### src/rtl/skinny_sbox_layer_seq.sv
// Sequencer for one SKINNY-64 S-box layer: feeds the 16 nibbles of three Boolean shares
// through an external LAT-cycle masked S-box and writes each result back in place.
module skinny_sbox_layer_seq #(
  parameter int LAT = 4,
  parameter int NIB = 16
) (
  input  logic        clk,
  input  logic        rst,
  input  logic        start,
  input  logic [63:0] st1_in,
  input  logic [63:0] st2_in,
  input  logic [63:0] st3_in,
  output logic [3:0]  sb_in1,
  output logic [3:0]  sb_in2,
  output logic [3:0]  sb_in3,
  input  logic [3:0]  sb_out1,
  input  logic [3:0]  sb_out2,
  input  logic [3:0]  sb_out3,
  output logic [63:0] st1_out,
  output logic [63:0] st2_out,
  output logic [63:0] st3_out,
  output logic        busy,
  output logic        done
);

  typedef enum logic [1:0] {
    IDLE  = 2'd0,
    FEED  = 2'd1,
    DRAIN = 2'd2,
    DONE  = 2'd3
  } state_t;

  localparam logic [3:0] LAST_NIB = 4'(NIB - 1);

  state_t         state_r, state_nxt_s;
  logic [63:0]    sh1_r, sh2_r, sh3_r;
  logic [3:0]     feed_cnt_r, wr_cnt_r;
  logic [LAT-1:0] vld_r, vld_nxt_s;
  logic           busy_r, done_r;
  logic           accept_s, feed_s, wb_s;

  function automatic logic [3:0] get_nib(input logic [63:0] v, input logic [3:0] idx);
    return v[{idx, 2'b00} +: 4];
  endfunction

  function automatic logic [63:0] put_nib(input logic [63:0] v, input logic [3:0] idx,
                                          input logic [3:0] n);
    logic [63:0] r;
    r = v;
    r[{idx, 2'b00} +: 4] = n;
    return r;
  endfunction

  assign accept_s = start && ((state_r == IDLE) || (state_r == DONE));
  assign feed_s   = (state_r == FEED);
  assign wb_s     = vld_r[LAT-1];

  // Next-state decode; start is only looked at in IDLE and DONE
  always_comb begin
    state_nxt_s = state_r;
    case (state_r)
      IDLE:    if (start) state_nxt_s = FEED; else state_nxt_s = IDLE;
      FEED:    if (feed_cnt_r == LAST_NIB) state_nxt_s = DRAIN; else state_nxt_s = FEED;
      DRAIN:   if (wb_s && (wr_cnt_r == LAST_NIB)) state_nxt_s = DONE; else state_nxt_s = DRAIN;
      DONE:    if (start) state_nxt_s = FEED; else state_nxt_s = IDLE;
      default: state_nxt_s = IDLE;
    endcase
  end

  // Issue-valid pipeline, aligned with the external S-box latency
  always_comb begin
    vld_nxt_s    = '0;
    vld_nxt_s[0] = feed_s;
    for (int i = 1; i < LAT; i++) vld_nxt_s[i] = vld_r[i-1];
  end

  // Nibble presented to the masked S-box; each share only sees its own register
  always_comb begin
    if (feed_s) begin
      sb_in1 = get_nib(sh1_r, feed_cnt_r);
      sb_in2 = get_nib(sh2_r, feed_cnt_r);
      sb_in3 = get_nib(sh3_r, feed_cnt_r);
    end else begin
      sb_in1 = 4'h0;
      sb_in2 = 4'h0;
      sb_in3 = 4'h0;
    end
  end

  // State, counters and share registers; feed reads and write-back touch different nibbles
  always_ff @(posedge clk) begin
    if (rst) begin
      state_r    <= IDLE;
      sh1_r      <= 64'h0;
      sh2_r      <= 64'h0;
      sh3_r      <= 64'h0;
      feed_cnt_r <= 4'h0;
      wr_cnt_r   <= 4'h0;
      vld_r      <= '0;
      busy_r     <= 1'b0;
      done_r     <= 1'b0;
    end else begin
      state_r <= state_nxt_s;
      vld_r   <= vld_nxt_s;
      busy_r  <= (state_nxt_s == FEED) || (state_nxt_s == DRAIN);
      done_r  <= (state_nxt_s == DONE);
      if (accept_s) begin
        sh1_r      <= st1_in;
        sh2_r      <= st2_in;
        sh3_r      <= st3_in;
        feed_cnt_r <= 4'h0;
        wr_cnt_r   <= 4'h0;
      end else begin
        if (feed_s) feed_cnt_r <= feed_cnt_r + 4'h1;
        if (wb_s) begin
          sh1_r    <= put_nib(sh1_r, wr_cnt_r, sb_out1);
          sh2_r    <= put_nib(sh2_r, wr_cnt_r, sb_out2);
          sh3_r    <= put_nib(sh3_r, wr_cnt_r, sb_out3);
          wr_cnt_r <= wr_cnt_r + 4'h1;
        end
      end
    end
  end

  assign st1_out = sh1_r;
  assign st2_out = sh2_r;
  assign st3_out = sh3_r;
  assign busy    = busy_r;
  assign done    = done_r;

endmodule

### config.mk
export PLATFORM = sky130hd
export DESIGN_NAME = skinny_sbox_layer_seq
export DESIGN_NICKNAME = d
export VERILOG_FILES = /design/src/rtl/skinny_sbox_layer_seq.sv
export SDC_FILE = /design/constraint.sdc
export NUM_CORES = 1
export LEC_CHECK = 0
export ABC_AREA = 1
export CORE_ASPECT_RATIO = 1.1
export CORE_MARGIN = 3
export CORE_UTILIZATION = 49
export DETAILED_ROUTE_END_ITERATION = 10
export GPL_ROUTABILITY_DRIVEN = 0
export PLACE_DENSITY = 0.87
export SYNTH_ARGS = -nofsm -noshare
export SYNTH_HDL_FRONTEND = slang
export SYNTH_SLANG_ARGS = --single-unit
### constraint.sdc
create_clock -name clk -period 4.9 [get_ports clk]
set_input_delay 0.98 -clock clk [delete_from_list [all_inputs] [get_ports clk]]
set_output_delay 0.98 -clock clk [all_outputs]
set_load 0.1 [all_outputs]
# After elaboration in Yosys (flattened, before gate mapping)
# Cells that the tools add are included.
[op_classes] n_mux=16 add_sub_neg=3 reduce_logical=8 shift=7 eq_ne=8
[ops] operator="$mux W64" count=6
[ops] operator="$bwmux W64" count=3
[ops] operator="$shiftx A4 B8 Y64" count=3
[ops] operator="$shiftx A64 B7 Y4" count=3
[ops] operator="$shift A4 B8 Y64 const A" count=1
[ops] operator="$mux W4" count=3
[ops] operator="$add A4 B1 Y4 const B" count=2
[ops] operator="$eq A2 B2 Y1 const B" count=4
[ops] operator="$eq A4 B4 Y1 const B" count=2
[ops] operator="$neg A6 Y8" count=1
[ops] operator="$pmux W2 S3" count=1
[ops] operator="$eq A2 B1 Y1 const B" count=2
[ops] operator="$reduce_or A2 Y1" count=2
[ops] operator="$logic_and A1 B1 Y1" count=2
[ops] operator="$logic_not A2 Y1" count=1
[ops] operator="$logic_or A1 B1 Y1" count=2
[ops] operator="$mux W1" count=2
[ops] operator="$mux W2" count=1
[ops] operator="$reduce_bool A2 Y1" count=1
[totals] reg_bits=208 output_inout_bits=206 wordCells=51 input_bits=207

# Longest topological paths before layout
# Gate-level depths: netlist of run 1.
[logic_depth] word_depth=6 mapped_depth=14 depth_no_buf=13

# Least setup slack after synthesis of run 1
# No wires, ideal clock.
[synth_path] path_kind="register -> output" startpoint="register sh1_r[24] (netlist: st1_out[24])" endpoint="output sb_in1[0]" required_ps=3920 path_slack_ps=988 path_buffers=0 t_arrival_ps=2932 stages_incl_launch_ff=7 path_cell_list="dfxtp_1 > nor2_1 > nor2_1 > o21ai_0 > o211ai_1 > nand3_1 > a21oi_1"
[synth_between] elab_chain_cells=2
[synth_rtl] element="start, declared" line_no="36" rtl="logic [63:0] sh1_r, sh2_r, sh3_r;"
[synth_rtl] element="start signal, assigned" line_no="108" rtl="sh1_r <= st1_in;"
[synth_rtl] element="start signal, assigned" line_no="116" rtl="sh1_r <= put_nib(sh1_r, wr_cnt_r, sb_out1);"
[synth_rtl] element="$shiftx A64 B7 Y4" line_no="43" rtl="return v[{idx, 2'b00} +: 4];"
[synth_rtl] element="$mux W4" line_no="79" rtl="if (feed_s) begin"
[synth_rtl] element="end, declared" line_no="13" rtl="output logic [3:0] sb_in1,"
# No other way between the ends.

# Worst setup path after layout of run 1
[layout_path] startpoint="register feed_cnt_r[2]" endpoint="output sb_in3[2]"
[layout_between] elab_chain_cells=2
[layout_rtl] element="start, declared" line_no="37" rtl="logic [3:0] feed_cnt_r, wr_cnt_r;"
[layout_rtl] element="start signal, assigned" line_no="114" rtl="if (feed_s) feed_cnt_r <= feed_cnt_r + 4'h1;"
[layout_rtl] element="$shiftx A64 B7 Y4" line_no="43"
[layout_rtl] element="$mux W4" line_no="79"
[layout_rtl] element="end, declared" line_no="15" rtl="output logic [3:0] sb_in3,"
# No other way between the ends.

==> results.yml, run 1 <==
outcome:
  outcome: "completed"
sta:
  fin_skew_ps: 13.00
  worst_slew_pin_slew_ps: 1129
  slew_violations: 0
  rsz0062_at_grt: "no"
  fmax_ghz: 0.2215
  setup_violations: 0
  relSlewSlack: 0.2453
  hold_viol: 0
  post-route-min-period_ps: 4514
  finalSetupTns_ps: 0
  min_period_over_period: 0.9212
yosys:
  synth-seq-area-share: 0.3307
  syn-cell-area_um2: 12590
  synth_area_per_cell_um2: 6.101
  synth_edf_count: 0
  syn_nets: 2278
  syn_inst: 2064
  yosysUniqueCellTypes: 33
  ys.warnings.count: 0
  async_flop_share: 0
  synth_ff_type: "dfxtp_1"
  synth-seq-cells: 208
clocking:
  cts-htree-levels: 1
  postCtsResizedCells: 0
  clkTransAtPathRegs_ps: 60
  worstSkewPairLatency_ps: 530
  cts_buffer_depth: 3
  cts_hold_buf: 0
  cts_sinks: 208
  cts_root_buffer: "clkbuf_16"
  cts_made_buffers: 23
  post_cts_buffers: 0
  cts_tree: "done"
detailed_routing:
  drt_first_iter_violations: 2905
  avgViaCountPerCell: 6.060
  postRouteWirelength_mm: 59.40
  drc_errors: 0
  wire_per_inst_um: 21.83
  drtPass1Iterations: 10
  vias: 16490
  drtAntennaViolNets: 0
layout:
  final_common_cell: "nand2_1"
  postLayoutCoreUtil: 0.6996
  drive_gt1_frac: 0.05042
  final_cell_mix: "572 x nand2_1, 399 x clkdlybuf4s50_1, 343 x nand3_1, 251 x nor2_1, 206 x dfxtp_1"
  fillers: 2116
  area_delta_synth_final_pct: 38.04
  layout.nets: 2577
  antennaDiodeCount: 0
floorplanning:
  start_util: 0.5068
  die_y_um: 174.1
  core.rowCount: 60
  io_pins: 413
  fp.dieW_um: 158.9
  core_um2: 24850
  fp.dieArea_um2: 27660
critical_path:
  critical_path.max_fanout: 28
  worstPathArrival_ps: 3530
  endpoint_kind: "primary output"
  start_kind: "register"
  critPathKind: "register to primary output"
  required_ps: 3920
power:
  p_leak_nw: 7.014
  vdd_drop_max_mv: 0.2694
  power_density_nw_per_um2: 311.8
  power.total_w: 0.005421
job:
  cap_violations: 0
placed_design:
  port_buffers: 412
  hpwl_mm: 44.19
global_route:
  grt_pass1_vias: 14970
  antenna_found_initial: 0
  grt_use_total: 0.3988
  grt_pass1_wl_mm: 86.82
  grt_overflow_total: 0
  grt_start_max_net_pins: 109
hold_path:
  hp-class: "register to register"
[worst paths after layout]
check	start	to	slack, ps	cells after the start
max	feed_cnt_r[2]	sb_in3[2]	390	5
min	vld_r[1]	vld_r[2]	410	2
max reg2reg	wr_cnt_r[0]	st2_out[40]	1460	8
min reg2reg	vld_r[1]	vld_r[2]	410	2
[where the power goes]
group	internal (W)	leakage [nW]	switching, W
registers	0.00178	1.70	0.000122
logic	0.000443	4.91	0.00114
clock network	0.00119	0.408	0.000747
total	0.00341	7.01	0.00201
[per-stage QoR]
stage	hold WS (ps)	cells	cell area, um2	worst slack, ps
floorplan	388.3	2064	12590	987.9
global placement	389.7	2679	16550	1154
detailed placement	400.6	2679	16550	1110
CTS	409.6	2721	17380	552.1
global route	442.4	2721	17380	278.2
finish	413.0	2721	17380	386.0
[Yosys cell counts (all sizes together), types with 3 or more instances]
master / count / share of area
nand2: 588 / 0.18
nand3: 348 / 0.14
nor2: 263 / 0.084
dfxtp: 208 / 0.33
a21oi: 185 / 0.074
inv: 129 / 0.038
o21ai: 98 / 0.039
buf: 83 / 0.039
clkbuf: 80 / 0.024
o211ai: 50 / 0.030
a31oi: 13 / 0.0065
ha: 7 / 0.0070
nand4: 4 / 0.0020
clkinv: 3 / 0.00099
[critical path, stage by stage, from the launching register on]
cell and delay [ps]:
dfxtp_1 1050, inv_1 720, o211ai_1 290, nand3_1 200, a21oi_1 380, buf_4 370
[area by class of cell]
type	instances	area, um2	area share
inverters	132	501.7	0.02886
repair buffers	437	4304	0.2476
flip-flops and latches	208	4167	0.2397
multi-input cells	1561	7149	0.4113
well taps	341	426.7	0.02454
clock inverters	11	190.2	0.01094
clock buffers	31	645.6	0.03714
[per-layer routing]
| metal | vias to the layer above | part of all wire | track usage |
|---|---|---|---|
| li1 | 7333 | - | - |
| met3 | 327 | 0.14 | 0.09366 |
| met4 | 0 | 0.081 | 0.2543 |
| met2 | 1445 | 0.44 | 0.6418 |
| met5 | - | 0 | 0 |
| met1 | 7385 | 0.34 | 0.4803 |
[cell families after synthesis]
logic type	synth area share
fa+ha+maj	0.006954
compound gates	0.1496
simple gates	0.4105
flops	0.3307
buf+inv	0.1022
[state kept, by name, indices dropped and copies added, names as in the netlist]
signal / flops
state_r: 2
st1_out: 64
feed_cnt_r: 4
wr_cnt_r: 4
vld_r: 4
st3_out: 64
busy: 1
done: 1
st2_out: 64
(Power assumes the default switching activity.)
==> run 2, diff against run 1 <==
CORE_MARGIN = 2   (was 3)
CTS_BUF_LIST = sky130_fd_sc_hd__clkbuf_8   (was unset)
==> run 2 against run 1 <==
Clock skew up 17 ps. Cell count rose by 0.70%. Design area decreased by 1.1%. Maximum frequency rose by 12%. Sequential share of layout area increased by 0.27 points. First-iteration DRC count is 8.7% lower. Critical path depth grew 1. Critical endpoint is now sb_in3[0]. Largest cell class unchanged.
==> results.yml, run 2 (synthesized netlist as in run 1, its figures left out) <==
outcome:
  outcome: "completed"
sta:
  post-route-min-period_ps: 4026
  hold_viol: 0
  min_period_over_period: 0.8216
  fin_skew_ps: 29.94
  finalSetupTns_ps: 0
  worst_slew_pin_slew_ps: 1138
  rsz0062_at_grt: "no"
  fmax_ghz: 0.2484
  slew_violations: 0
  setup_violations: 0
  relSlewSlack: 0.2391
detailed_routing:
  wire_per_inst_um: 21.75
  drc_errors: 0
  drtAntennaViolNets: 0
  postRouteWirelength_mm: 59.59
  drt_first_iter_violations: 2652
  avgViaCountPerCell: 6.071
  vias: 16630
  drtPass1Iterations: 9
clocking:
  cts_made_buffers: 37
  cts_sinks: 208
  cts-htree-levels: 2
  postCtsResizedCells: 0
  cts_root_buffer: "clkbuf_8"
  cts_hold_buf: 0
  clkTransAtPathRegs_ps: 60
  worstSkewPairLatency_ps: 550
  post_cts_buffers: 0
  cts_buffer_depth: 3
  cts_tree: "done"
power:
  pwr-share-comb: 0.313
  vdd_drop_max_mv: 0.1568
  swShare: 0.4019
  power_frac_clock: 0.309
  seqPwrFrac: 0.378
  cellInternalPower_w: 0.003019
  netSwitchingPower_w: 0.002029
  power_density_nw_per_um2: 293.7
  p_leak_nw: 6.965
critical_path:
  crit_path_end: "sb_in3[0]"
  critPathKind: "register to primary output"
  worstPathArrival_ps: 3050
  cp_common_cell: "buf_4"
  reg2reg_depth: 10
  cp_slowest_cell: "buf_4"
  path_cells: "buf_4, o21ai_0, o211ai_1, nand3_1, a21oi_1, buf_4"
  critical_path.max_fanout: 99
  required_ps: 3920
  startpoint: "feed_cnt_r[0]"
  slowest_delay_ps: 650
  ff2ff_setup_slack_ps: 1320
  reg2reg_to: "st3_out[48]"
  worstReg2RegStart: "wr_cnt_r[0]"
  start_kind: "register"
  endpoint_kind: "primary output"
layout:
  final_cell_mix: "572 x nand2_1, 399 x clkdlybuf4s50_1, 343 x nand3_1, 251 x nor2_1, 206 x dfxtp_1"
  register_area_um2: 4167
  drive_gt1_frac: 0.05347
  antennaDiodeCount: 0
  final_common_cell: "nand2_1"
  layout.nets: 2584
  fillers: 2196
  instances_no_fill: 2740
  area_delta_synth_final_pct: 36.49
  multiInputGateArea_um2: 7149
floorplanning:
  fp.dieW_um: 156.9
  io_pins: 413
  core.rowCount: 61
  fp.dieArea_um2: 27000
  start_util: 0.4985
  core_um2: 25260
  die_y_um: 172.1
global_route:
  antenna_found_initial: 0
  grt_start_max_net_pins: 135
  grt_overflow_total: 0
  grt_use_total: 0.4220
  grt_pass1_wl_mm: 86.20
  grt_pass1_vias: 15330
hold_path:
  hp-class: "register to register"
placed_design:
  port_buffers: 412
  hpwl_mm: 44.38
  dp.cells: 2677
job:
  cap_violations: 0
-- run 2: cell count changes in the layout (fill, tap and decap cells not counted), moves of 5 or more --
cell	before	now
clkbuf_16	23	0
clkbuf_8	4	43
inv_1	123	133
buf_4	36	29
bufinv_16	5	0
-- run 2: metal layers --
layer	global-route usage	vias up	part of all wire
li1	-	7355	-
met3	0.1226	376	0.15
met2	0.6444	1494	0.43
met4	0.3155	0	0.092
met5	0	-	0
met1	0.5027	7409	0.33
-- run 2: critical path, delay by kind of cell, from the launching register on --
kind                   cells  cell delay, ps
AO/OA/AOI/OAI              3             910
buffers and inverters      2            1020
flip-flops                 1             330
AND/OR/NAND/NOR            1             220
-- run 2: stage by stage --
step | power (W) | setup slack [ps] | utilization | hold WS (ps) | instance area (um2)
5_1_grt | 0.005180 | 765.1 | 0.6804 | 430.9 | 17190
4_1_cts | 0.005010 | 980.6 | 0.6804 | 400.1 | 17190
3_5_place_dp | 0.003488 | 1281 | 0.6532 | 392.0 | 16500
3_3_place_gp | 0.003478 | 1328 | 0.6532 | 389.7 | 16500
2_1_floorplan | 0.002948 | 987.9 | - | 388.3 | 12590
6_report | 0.005048 | 874.0 | 0.6804 | 400.3 | 17190
-- run 2: layout make-up --
class | count | area share
Tap cell | 346 | 0.02519
Clock buffer | 43 | 0.03443
Timing Repair Buffer | 430 | 0.2473
Sequential cell | 208 | 0.2424
Inverter | 132 | 0.02919
Multi-Input combinational cell | 1561 | 0.4159
Clock inverter | 20 | 0.005532
-- run 2: power by group through the flow --
stage	clock network (W)	logic, W	registers, W
6_report	0.00156	0.00158	0.00191
2_1_floorplan	0	0.000463	0.00248
3_3_place_gp	0	0.00154	0.00194
4_1_cts	0.00155	0.00156	0.00190
5_1_grt	0.00162	0.00165	0.00191
3_5_place_dp	0	0.00155	0.00194
-- run 2: worst min path at each step --
stage	to	from	slack [ps]	cells past startpoint
6_report	vld_r[1]	vld_r[0]	400	2
3_3_place_gp	vld_r[1]	vld_r[0]	390	2
3_5_place_dp	vld_r[1]	vld_r[0]	390	2
4_1_cts	vld_r[1]	vld_r[0]	400	2
2_1_floorplan	vld_r[1]	vld_r[0]	390	2
5_1_grt	vld_r[1]	vld_r[0]	430	2
